$ cat config.mk
export PLATFORM = sky130hd
export DESIGN_NAME = mult_sign
export DESIGN_NICKNAME = d
export VERILOG_FILES = /design/src/rtl/mult_sign.sv
export SDC_FILE = /design/constraint.sdc
export NUM_CORES = 1
export LEC_CHECK = 0
export CORE_ASPECT_RATIO = 1.2
export CORE_MARGIN = 2
export CORE_UTILIZATION = 35
export CTS_BUF_LIST = sky130_fd_sc_hd__clkbuf_4
export DETAILED_ROUTE_END_ITERATION = 8
export GPL_TIMING_DRIVEN = 0
export PLACE_DENSITY_LB_ADDON = 0.2
export REMOVE_ABC_BUFFERS = 1
export SYNTH_ARGS = -nofsm -noshare
export SYNTH_HDL_FRONTEND = slang
export SYNTH_SLANG_ARGS = --single-unit
$ cat constraint.sdc
create_clock -name i_clk -period 6.31 [get_ports i_clk]
set_input_delay 1.262 -clock i_clk [delete_from_list [all_inputs] [get_ports i_clk]]
set_output_delay 1.262 -clock i_clk [all_outputs]
set_load 0.005 [all_outputs]
$ cat src/rtl/mult_sign.sv
// Sequential signed fixed-point multiplier (Qn.Q), shift-add over magnitudes.
// Saturates on overflow; both_image folds the i*i sign flip into the result.
module mult_sign #(
  parameter int Q = 15,
  parameter int N = 32
) (
  input  logic         i_clk,
  input  logic         i_rstn,
  input  logic         both_image,
  input  logic         i_start,
  input  logic [N-1:0] i_multiplicand_sign,
  input  logic [N-1:0] i_multiplier_sign,
  output logic         o_busy,
  output logic         o_complete,
  output logic [N-1:0] o_product_sign,
  output logic         o_overflow
);

  localparam int CW = (N > 1) ? $clog2(N) : 1;
  localparam logic [CW-1:0] LAST = CW'(N - 1);
  localparam logic [2*N-1:0] MAXP = {{(N+1){1'b0}}, {(N-1){1'b1}}};

  typedef enum logic [1:0] {
    IDLE = 2'd0,
    BUSY = 2'd1,
    FIN  = 2'd2
  } state_t;

  state_t         state_q, state_d;
  logic [2*N-1:0] mcand_q, mcand_d;
  logic [N-1:0]   mplier_q, mplier_d;
  logic [2*N-1:0] acc_q, acc_d;
  logic [CW-1:0]  cnt_q, cnt_d;
  logic           neg_q, neg_d;
  logic           busy_q, busy_d;
  logic           cmpl_q, cmpl_d;
  logic [N-1:0]   prod_q, prod_d;
  logic           ovf_q, ovf_d;

  logic [N-1:0]   mag_a, mag_b;
  logic [2*N-1:0] m;
  logic           sat;
  logic [N-1:0]   mag_r;

  // Magnitude of -2^(N-1) is 2^(N-1), exact as an unsigned N-bit value
  assign mag_a = i_multiplicand_sign[N-1] ? -i_multiplicand_sign
                                          : i_multiplicand_sign;
  assign mag_b = i_multiplier_sign[N-1] ? -i_multiplier_sign
                                        : i_multiplier_sign;

  assign m     = acc_q >> Q;
  assign sat   = (m > MAXP);
  assign mag_r = sat ? MAXP[N-1:0] : m[N-1:0];

  always_comb begin
    state_d  = state_q;
    mcand_d  = mcand_q;
    mplier_d = mplier_q;
    acc_d    = acc_q;
    cnt_d    = cnt_q;
    neg_d    = neg_q;
    busy_d   = busy_q;
    cmpl_d   = 1'b0;
    prod_d   = prod_q;
    ovf_d    = ovf_q;
    unique case (state_q)
      IDLE: begin
        if (i_start) begin
          mcand_d  = {{N{1'b0}}, mag_a};
          mplier_d = mag_b;
          neg_d    = i_multiplicand_sign[N-1]
                   ^ i_multiplier_sign[N-1] ^ both_image;
          acc_d    = '0;
          cnt_d    = '0;
          busy_d   = 1'b1;
          state_d  = BUSY;
        end
      end
      BUSY: begin
        if (mplier_q[0]) acc_d = acc_q + mcand_q;
        mcand_d  = mcand_q << 1;
        mplier_d = mplier_q >> 1;
        cnt_d    = cnt_q + 1'b1;
        if (cnt_q == LAST) state_d = FIN;
      end
      FIN: begin
        prod_d  = neg_q ? -mag_r : mag_r;
        ovf_d   = sat;
        cmpl_d  = 1'b1;
        busy_d  = 1'b0;
        state_d = IDLE;
      end
      default: state_d = IDLE;
    endcase
  end

  always_ff @(posedge i_clk or negedge i_rstn) begin
    if (!i_rstn) begin
      state_q  <= IDLE;
      mcand_q  <= '0;
      mplier_q <= '0;
      acc_q    <= '0;
      cnt_q    <= '0;
      neg_q    <= 1'b0;
      busy_q   <= 1'b0;
      cmpl_q   <= 1'b0;
      prod_q   <= '0;
      ovf_q    <= 1'b0;
    end else begin
      state_q  <= state_d;
      mcand_q  <= mcand_d;
      mplier_q <= mplier_d;
      acc_q    <= acc_d;
      cnt_q    <= cnt_d;
      neg_q    <= neg_d;
      busy_q   <= busy_d;
      cmpl_q   <= cmpl_d;
      prod_q   <= prod_d;
      ovf_q    <= ovf_d;
    end
  end

  assign o_busy         = busy_q;
  assign o_complete     = cmpl_q;
  assign o_product_sign = prod_q;
  assign o_overflow     = ovf_q;

endmodule

==> impl_metrics.py, run 1 <==
metrics = {
    "global_routing": {
        "grt_start_max_net_pins": 112,
        "overflow": 0,
        "track_usage_pct": 18.35,
        "grt_pass1_vias": 11755,
        "grt_first_pass_wirelength_um": 60080,
        "antenna_found_initial": 3,
    },
    "yosys": {
        "synth-edff-count": 0,
        "synthArstFlopShare_pct": 100.0,
        "ys.flop_type": "dfrtp_1",
        "synth-seq-cells": 203,
        "synth.cell_area_um2": 13470,
        "synth_cell_types": 74,
        "synth_area_per_cell_um2": 8.583,
        "syn_inst": 1569,
        "yosysWarnings": 0,
        "ys_seq_area_share_pct": 37.72,
    },
    "clock_network": {
        "postCtsSetupRepairBufs": 0,
        "max-clock-path-buffers": 3,
        "cts.sinks": 203,
        "clockRootBuffer": "clkbuf_4",
        "holdBufCountCts": 0,
        "cts_buffers": 58,
        "clk_pin_slew_ns": 0.07,
        "cts.htree.levels": 2,
        "cts_resized": 0,
        "cts_tree": "yes",
        "insertion_delay_ns": 0.75,
    },
    "detailed_routing": {
        "drc": 0,
        "antenna_left": 0,
        "routed_wl_um": 36490,
        "vias_per_cell": 5.521,
        "routed-via-count": 11959,
        "wire_per_inst_um": 16.85,
        "drtIter0Drc": 636,
        "firstDrtPassIters": 4,
    },
    "timing": {
        "hold_viol": 0,
        "fin_skew_ns": 0.05312,
        "relSlewSlack_pct": 16.56,
        "worst_slack_ns": 1.185,
        "slew_viol_final": 0,
        "setup_viol": 0,
        "worst_pin_slew_ns": 1.247,
        "rsz0062_at_grt": "false",
        "fin_crit_ns": 5.125,
        "fmax_ghz": 0.1951,
        "period_share_pct": 81.22,
    },
    "critical_path": {
        "crit_required_ns": 6.94,
        "setup.worst_path.end_class": "flop",
        "cp_max_fo": 32,
        "cp.arrival_ns": 5.75,
        "reg2reg_setup_slack_ns": 1.18,
        "cp_num_buf_inv": 0,
        "slowest_delay_ns": 0.87,
        "crit_slowest_cell": "or3_1",
        "cp-start-kind": "flop",
        "cp_common_cell": "or3_1",
        "cp_top_family": "simple AND/OR/NAND/NOR gates",
        "r2r-start": "acc_q[48]",
        "crit_type": "reg2reg",
        "path_cells": "or4_4 > or3_1 > nor2_1 > ha_1 > or3b_1 > or3_1 > or3_1 > nor4_4 > nand3b_2 > o41ai_4 > nand2_1 > a21oi_1 > o32a_1 > o21ai_1",
        "critPathLaunch": "acc_q[48]",
    },
    "worst_hold_path": {
        "hp-class": "reg2reg",
        "hold_start": "o_product_sign[31]",
    },
    "placement": {
        "dp_hpwl_um": 26420,
        "gp_congestion": 0.8838,
        "pre_cts_ws_ns": 1.211,
        "placed_cell_area_um2": 14980,
        "io_buffers": 102,
    },
    "die": {
        "core_area_um2": 37870,
        "die_x_um": 183.1,
        "fp.dieH_um": 218.9,
        "fp-row-count": 78,
        "die-area_um2": 40070,
        "io_pins": 103,
        "initial_utilization_pct": 35.56,
    },
    "final_layout": {
        "mostFrequentLayoutCell": "dfrtp_1",
        "fin_area_um2": 15690,
        "fin_util_pct": 41.44,
        "syn_to_final_growth_pct": 16.53,
        "nets": 1777,
        "mostFrequentLayoutCells": "dfrtp_1 (203), nand2_1 (202), o21ai_0 (173)",
        "drive_gt1_share_pct": 7.724,
    },
    "run_status": {
        "status": "finished, final reports clean",
    },
    "job": {
        "max-cap-violations": 0,
    },
    "power_and_ir_drop": {
        "power_leakage_uw": 0.006751,
        "ir_worst_vdd_v": 0.0002035,
        "p_per_area_nw_per_um2": 471.8,
        "power.total_uw": 7404,
    },
}
layout make-up:
cell class / instances / area (um2)
diodes: 3 / 7.507
clock buffers: 83 / 623.1
well taps: 480 / 600.6
inverters: 28 / 105.1
repair buffers: 112 / 1264
multi-input cells: 1237 / 7931
fillers: 3831 / 22170
flip-flops and latches: 203 / 5080
clock inverters: 20 / 81.33
metal layers:
| layer | share of wire [%] | GRT usage [%] | vias to the layer above |
|---|---|---|---|
| li1 | - | - | 5978 |
| met1 | 45 | 22.67 | 5682 |
| met2 | 49 | 32.58 | 238 |
| met3 | 4.3 | 3.419 | 61 |
| met4 | 2.0 | 5.200 | 0 |
| met5 | 0 | 0 | - |
cell families (layout without fill, tap and decap cells):
| family | count (synthesis) | after routing | share of synthesized area (%) |
|---|---|---|---|
| compound gates | 593 | 593 | 27.83 |
| simple gates | 446 | 446 | 15.95 |
| flops | 203 | 203 | 37.72 |
| buf+inv | 129 | 243 | 3.605 |
| xor+xnor | 127 | 127 | 8.260 |
| fa+ha+maj | 69 | 69 | 6.467 |
| mux | 2 | 2 | 0.1672 |
| other cells | 0 | 3 | 0 |
cells in the mapped netlist, types with 3 or more instances:
master,number,share of area (%)
nand3_1,31,1.2
nand2_1,204,5.7
o21ai_0,174,6.5
nor2_1,69,1.9
o41ai_1,12,0.78
xor2_1,70,4.6
or3_1,13,0.60
nor3b_1,3,0.17
a21oi_1,117,4.3
o21ai_1,20,0.74
nor3_1,26,0.97
or2_2,5,0.23
o21a_1,8,0.45
o21bai_1,18,1.0
a211oi_1,10,0.56
and2_1,6,0.28
o31ai_1,27,1.5
a221oi_1,7,0.46
a31oi_1,8,0.37
xnor2_1,57,3.7
nand2b_1,9,0.42
ha_1,68,6.3
inv_1,26,0.72
a21o_1,32,1.8
dfrtp_1,203,38
a22oi_1,42,2.3
clkbuf_1,94,2.6
buf_1,6,0.17
nor4_1,9,0.42
nor2b_1,4,0.19
o22ai_1,48,2.2
nand4_1,27,1.3
or4_1,16,0.89
a211o_1,3,0.20
a22o_1,39,2.5
and3_1,6,0.28
worst min-delay path: cells and delay by family (launching register included):
family,cells,cell delay [ns]
AND/OR/NAND/NOR,2,0.09
flip-flops,1,0.34
sequential cells by signal (all words and copies together) (netlist names):
signal / flops
acc_q: 64
cnt_q: 5
mcand_q: 64
mplier_q: 32
neg_q: 1
o_busy: 1
o_complete: 1
o_overflow: 1
o_product_sign: 32
state_q: 2
path summary, 6_finish.rpt:
path / end / cells past startpoint
setup / recovery: o_product_sign[28] / 14
hold / removal: o_product_sign[31] / 2
setup reg to reg: o_product_sign[28] / 14
hold reg to reg: o_product_sign[31] / 2
max in group asynchronous: o_product_sign[1] / 2
min in group asynchronous: mplier_q[13] / 1
report_power, final:
part | switching, uW | total (uW) | leakage (uW) | internal, uW
logic | 2250 | 3860 | 0.00370 | 1620
clock network | 597 | 1200 | 0.000419 | 601
registers | 538 | 2340 | 0.00263 | 1810
stage by stage:
step	hold slack, ns	std cells	TNS, ns
final	0.4648	2166	0
after global routing	0.5046	2164	0
after detailed placement	0.4571	2060	0
after global placement	0.4548	2050	-1697.41
after CTS	0.4721	2163	0
after floorplan	0.4494	1468	-44.18
(Power assumes the default switching activity.)
==> run 2: changes to the inputs <==
==> constraint.sdc (replaced) <==
create_clock -name i_clk -period 4.2 [get_ports i_clk]
set_input_delay 0.84 -clock i_clk [delete_from_list [all_inputs] [get_ports i_clk]]
set_output_delay 0.84 -clock i_clk [all_outputs]
set_load 0.005 [all_outputs]
==> run 2 against run 1 <==
Against the previous run: count of clock-buffer cells in the layout did not move; non-clock buffer count is 16 higher; worst hold slack lost 0.34 ns; core utilization rose by 0.51 points; combinational power is 52% higher; largest power group unchanged; critical path type unchanged; clock power grew 50%; global-route usage increased by 0.35 points; worst setup slack got worse by 1.0 ns; via count grew 1.1%; largest cell class unchanged; total power is 51% higher.
==> impl_metrics.py, run 2 (synthesized netlist as in run 1, its figures left out) <==
metrics = {
    "placement": {
        "dp_hpwl_um": 26420,
        "placed_cell_area_um2": 14980,
        "io_buffers": 102,
        "pre_cts_ws_ns": -0.8992,
        "post-place-cells": 2060,
        "gp_congestion": 0.8838,
    },
    "die": {
        "initial_utilization_pct": 35.56,
        "fp.dieH_um": 218.9,
        "fp-row-count": 78,
        "core_area_um2": 37870,
        "io_pins": 103,
        "die-area_um2": 40070,
        "die_x_um": 183.1,
    },
    "critical_path": {
        "setup.worst_path.end_class": "flop",
        "crit_required_ns": 4.83,
        "cp_max_fo": 4,
        "cp-start-kind": "flop",
        "cp.arrival_ns": 4.69,
        "crit_type": "reg2reg",
    },
    "power_and_ir_drop": {
        "p_seq_share_pct": 31.5,
        "p_per_area_nw_per_um2": 706.0,
        "power_frac_clock_pct": 16.1,
        "ir_worst_vdd_v": 0.0003061,
        "combPwrFrac_pct": 52.4,
        "power_leakage_uw": 0.006855,
        "p_int_uw": 6088,
        "sw_frac_of_total_pct": 45.72,
        "p_switching_uw": 5128,
    },
    "detailed_routing": {
        "vias_per_cell": 5.540,
        "drtIter0Drc": 571,
        "antenna_left": 0,
        "firstDrtPassIters": 5,
        "routed-via-count": 12094,
        "drc": 0,
        "wire_per_inst_um": 17.09,
        "routed_wl_um": 37300,
    },
    "clock_network": {
        "cts_tree": "yes",
        "clockRootBuffer": "clkbuf_4",
        "max-clock-path-buffers": 3,
        "holdBufCountCts": 0,
        "cts_buffers": 58,
        "cts.sinks": 203,
        "insertion_delay_ns": 0.75,
        "clk_pin_slew_ns": 0.07,
        "cts.htree.levels": 2,
    },
    "timing": {
        "relSlewSlack_pct": 16.26,
        "period_share_pct": 96.58,
        "fmax_ghz": 0.2465,
        "hold_viol": 0,
        "fin_skew_ns": 0.05044,
        "fin_crit_ns": 4.056,
        "slew_viol_final": 0,
        "worst_pin_slew_ns": 1.251,
        "worst_slack_ns": 0.1435,
        "setup_viol": 0,
    },
    "final_layout": {
        "nFillCells": 3816,
        "syn_to_final_growth_pct": 17.97,
        "fin_util_pct": 41.95,
        "drive_gt1_share_pct": 9.294,
        "mostFrequentLayoutCell": "dfrtp_1",
        "fin_cells": 2183,
        "mostFrequentLayoutCells": "dfrtp_1 (203), nand2_1 (201), o21ai_0 (173)",
        "top_regs": "acc_q (64), mcand_q (64)",
        "ff_latch_area_um2": 5080,
        "fin_area_um2": 15890,
        "multi_input_comb_area_um2": 8005,
        "nets": 1794,
    },
    "job": {
        "max-cap-violations": 0,
    },
    "global_routing": {
        "grt_start_max_net_pins": 112,
        "antenna_found_initial": 3,
        "overflow": 0,
        "grt_first_pass_wirelength_um": 61040,
        "grt_pass1_vias": 11852,
        "track_usage_pct": 18.70,
    },
    "worst_hold_path": {
        "hp-class": "in2async",
    },
    "run_status": {
        "status": "finished, final reports clean",
    },
}
## run 2: changes by cell type in the layout (fill, tap and decap cells not counted), moves of 2 or more
cell and change:
or3_1 -3, buf_4 +16, nor4_2 +3, nor2_4 +2, nor4_1 -3, or3_4 +3
nor2_1 -2
## run 2: worst paths after layout
path	start	endpoint	slack (ns)	cells past startpoint
max	acc_q[62]	o_product_sign[30]	0.14	16
min	i_rstn	mplier_q[13]	0.12	1
max reg2reg	acc_q[62]	o_product_sign[30]	0.14	16
min reg2reg	o_product_sign[31]	o_product_sign[31]	0.46	2
max in group asynchronous	i_rstn	o_product_sign[1]	3.02	2
min in group i_clk	o_product_sign[31]	o_product_sign[31]	0.46	2
## run 2: area by class of cell
class	count	area share, %
multi-input cells	1238	50.39
clock inverters	20	0.5119
well taps	480	3.780
repair buffers	128	8.711
clock buffers	83	3.922
diodes	3	0.04726
flip-flops and latches	203	31.98
inverters	28	0.6616
## run 2: metal layers
metal  GRT usage [%]  wire length [um]
met5               0                 0
met4           5.600               796
met1           23.03             16520
met3           3.535              1778
met2           33.12             18200
## run 2: stage by stage
| step | power [uW] | hold slack, ns | setup TNS (ns) |
|---|---|---|---|
| 5_1_grt | 12270 | 0.1298 | -0.03869 |
| 6_report | 11220 | 0.1211 | 0 |
| 2_1_floorplan | 7668 | 0.4494 | -285.13 |
| 3_5_place_dp | 9351 | 0.4571 | -6.005 |
| 4_1_cts | 11290 | 0.1063 | -0.3476 |
| 3_3_place_gp | 9218 | 0.4548 | -2293.45 |
## run 2: power groups by stage
| stage | logic (uW) | clock network (uW) | registers [uW] |
|---|---|---|---|
| 2_1_floorplan | 4390 | 0 | 3280 |
| 3_3_place_gp | 5680 | 0 | 3540 |
| 3_5_place_dp | 5810 | 0 | 3550 |
| 4_1_cts | 5890 | 1870 | 3530 |
| 5_1_grt | 6620 | 1980 | 3660 |
| 6_report | 5880 | 1800 | 3540 |
## run 2: timing repair
action / CTS / global route
pin swaps: 5 / 4
endpoints found under the setup margin: 11 / 8
buffers inserted: 13 / 3
gates resized for setup: 11 / 4
gates cloned: 1 / 0
## run 2: worst max-delay path: stages (launching register included)
cell and delay [ns]:
dfrtp_1 0.44, nor4_2 0.29, nand2_1 0.14, or3_4 0.47, nor2_4 0.11, ha_1 0.15, or3b_4 0.39, or3_4 0.35
or3_4 0.36, nor4_4 0.27, nand3b_4 0.13, o41ai_4 0.25, buf_4 0.20, o21ai_2 0.08, a21oi_2 0.14, xnor2_1 0.13
o21ai_1 0.07
==> run 3: changes to the inputs <==
--- a/config.mk
+++ b/config.mk
@@ -7,7 +7,7 @@
 export LEC_CHECK = 0
 export CORE_ASPECT_RATIO = 1.2
 export CORE_MARGIN = 2
-export CORE_UTILIZATION = 35
+export CORE_UTILIZATION = 40
 export CTS_BUF_LIST = sky130_fd_sc_hd__clkbuf_4
 export DETAILED_ROUTE_END_ITERATION = 8
 export GPL_TIMING_DRIVEN = 0
==> run 3 against run 2 <==
Against the previous run: non-clock buffer count down 1; worst hold slack worse by 0.0024 ns; core utilization up 5.6 points; critical path type unchanged; die area down 12%; maximum frequency down 0.45%; count of clock-buffer cells in the layout down 9.
==> impl_metrics.py, run 3 (synthesized netlist as in run 1, its figures left out) <==
metrics = {
    "detailed_routing": {
        "drc": 0,
        "firstDrtPassIters": 7,
        "vias_per_cell": 5.650,
        "antenna_left": 0,
        "drtIter0Drc": 541,
        "routed-via-count": 12092,
        "wire_per_inst_um": 16.71,
        "routed_wl_um": 35760,
    },
    "job": {
        "max-cap-violations": 0,
    },
    "clock_network": {
        "max-clock-path-buffers": 3,
        "cts.htree.levels": 2,
        "cts_buffers": 54,
        "insertion_delay_ns": 0.74,
        "cts.sinks": 203,
        "clockRootBuffer": "clkbuf_4",
        "cts_tree": "yes",
        "holdBufCountCts": 0,
        "clk_pin_slew_ns": 0.07,
    },
    "timing": {
        "period_share_pct": 97.02,
        "relSlewSlack_pct": 13.76,
        "fin_crit_ns": 4.075,
        "fin_skew_ns": 0.04977,
        "setup_viol": 0,
        "hold_viol": 0,
        "worst_slack_ns": 0.1253,
        "worst_pin_slew_ns": 1.289,
        "slew_viol_final": 0,
        "fmax_ghz": 0.2454,
        "rsz0062_at_grt": "true",
    },
    "critical_path": {
        "cp_top_family": "simple AND/OR/NAND/NOR gates",
        "slowest_delay_ns": 0.45,
        "crit_slowest_cell": "or3_4",
        "cp-start-kind": "flop",
        "crit_type": "reg2reg",
        "cp_common_cell": "or3_4",
        "cp.arrival_ns": 4.63,
        "critPathLaunch": "acc_q[49]",
        "r2r-start": "acc_q[49]",
        "path_cells": "nor4_2 > nand2_2 > or3_4 > nor2_4 > ha_2 > or3b_4 > or3_4 > or3_4 > nor4_4 > nand3b_4 > o41ai_4 > buf_4 > nand2_2 > a21oi_1 > o32a_1 > o21ai_1",
        "setup.worst_path.end_class": "flop",
        "cp_max_fo": 4,
        "cp_num_buf_inv": 1,
        "crit_required_ns": 4.76,
    },
    "global_routing": {
        "grt_start_max_net_pins": 118,
        "antenna_found_initial": 5,
        "overflow": 0,
        "track_usage_pct": 20.75,
        "grt_pass1_vias": 11858,
        "grt_first_pass_wirelength_um": 59350,
    },
    "power_and_ir_drop": {
        "p_switching_uw": 5082,
        "power_frac_clock_pct": 15.5,
        "ir_worst_vdd_v": 0.0002604,
        "p_seq_share_pct": 31.7,
        "sw_frac_of_total_pct": 45.63,
        "p_int_uw": 6056,
        "power_leakage_uw": 0.006806,
        "combPwrFrac_pct": 52.8,
        "p_per_area_nw_per_um2": 706.2,
    },
    "placement": {
        "dp_hpwl_um": 25680,
        "pre_cts_ws_ns": -0.9442,
        "io_buffers": 102,
        "gp_congestion": 0.8717,
        "placed_cell_area_um2": 14900,
    },
    "run_status": {
        "status": "finished, final reports clean",
    },
    "die": {
        "core_area_um2": 33160,
        "io_pins": 103,
        "fp-row-count": 73,
        "die-area_um2": 35160,
        "fp.dieH_um": 205.0,
        "die_x_um": 171.5,
        "initial_utilization_pct": 40.62,
    },
    "worst_hold_path": {
        "hp-class": "in2async",
    },
    "final_layout": {
        "nets": 1789,
        "mostFrequentLayoutCell": "dfrtp_1",
        "fin_area_um2": 15770,
        "top_regs": "acc_q (64), mcand_q (64)",
        "syn_to_final_growth_pct": 17.12,
        "mostFrequentLayoutCells": "dfrtp_1 (203), nand2_1 (200), o21ai_0 (173)",
        "drive_gt1_share_pct": 9.005,
    },
}
==> run 3: stage by stage <==
step	utilization [%]	TNS, ns	total power [uW]	std cells	hold WS (ns)
after floorplan	-	-285.13	7668	1468	0.4494
after global placement	44.25	-2199.10	9168	2020	0.4532
after detailed placement	44.93	-6.267	9317	2028	0.4564
after CTS	47.49	-0.4704	11190	2136	0.08918
after global routing	47.56	-0.1448	12170	2139	0.1361
final	47.57	0	11140	2140	0.1187
==> run 3: final timing paths <==
path / end / slack [ns] / depth (start not counted)
max in group asynchronous: acc_q[8] / 3.03 / 2
worst min register to register: o_product_sign[31] / 0.46 / 2
worst max register to register: o_product_sign[28] / 0.13 / 16
worst max-delay path: o_product_sign[28] / 0.13 / 16
worst min-delay path: o_product_sign[28] / 0.12 / 1
min in group i_clk: o_product_sign[31] / 0.46 / 2
==> run 3: final cells by class <==
type                            count  area (um2)
Antenna cell                        2       5.005
Clock buffer                       74       555.5
Clock inverter                     18       106.4
Fill cell                        3279       17380
Inverter                           28       105.1
Multi-Input combinational cell   1238        8014
Sequential cell                   203        5080
Tap cell                          450       563.0
Timing Repair Buffer              127        1344
==> run 3: worst register-to-register path, stage by stage, from the launching register on <==
cell	delay, ns
dfrtp_1	0.42
nor4_2	0.33
nand2_2	0.12
or3_4	0.45
nor2_4	0.12
ha_2	0.17
or3b_4	0.37
or3_4	0.34
or3_4	0.36
nor4_4	0.27
nand3b_4	0.13
o41ai_4	0.23
buf_4	0.20
nand2_2	0.08
a21oi_1	0.13
o32a_1	0.16
o21ai_1	0.06
==> run 3: per-layer routing <==
| metal | GRT usage, % | up-vias | wire length, um |
|---|---|---|---|
| li1 | - | 6000 | - |
| met1 | 25.28 | 5753 | 15410 |
| met2 | 36.39 | 267 | 17640 |
| met3 | 4.077 | 66 | 1799 |
| met4 | 6.992 | 6 | 873 |
| met5 | 0 | - | 38 |
==> run 3: power groups by stage <==
stage / sequential, uW / combinational (uW) / clock, uW
finish: 3530 / 5880 / 1720
global route: 3640 / 6640 / 1880
CTS: 3520 / 5890 / 1780
detailed placement: 3540 / 5780 / 0
global placement: 3530 / 5640 / 0
floorplan: 3280 / 4390 / 0
==> run 3: repair_timing <==
item,4_1_cts,5_1_grt
pin swaps,7,7
endpoints found under the setup margin,11,7
gates cloned,1,0
resized for setup,16,1
setup buffers,15,2
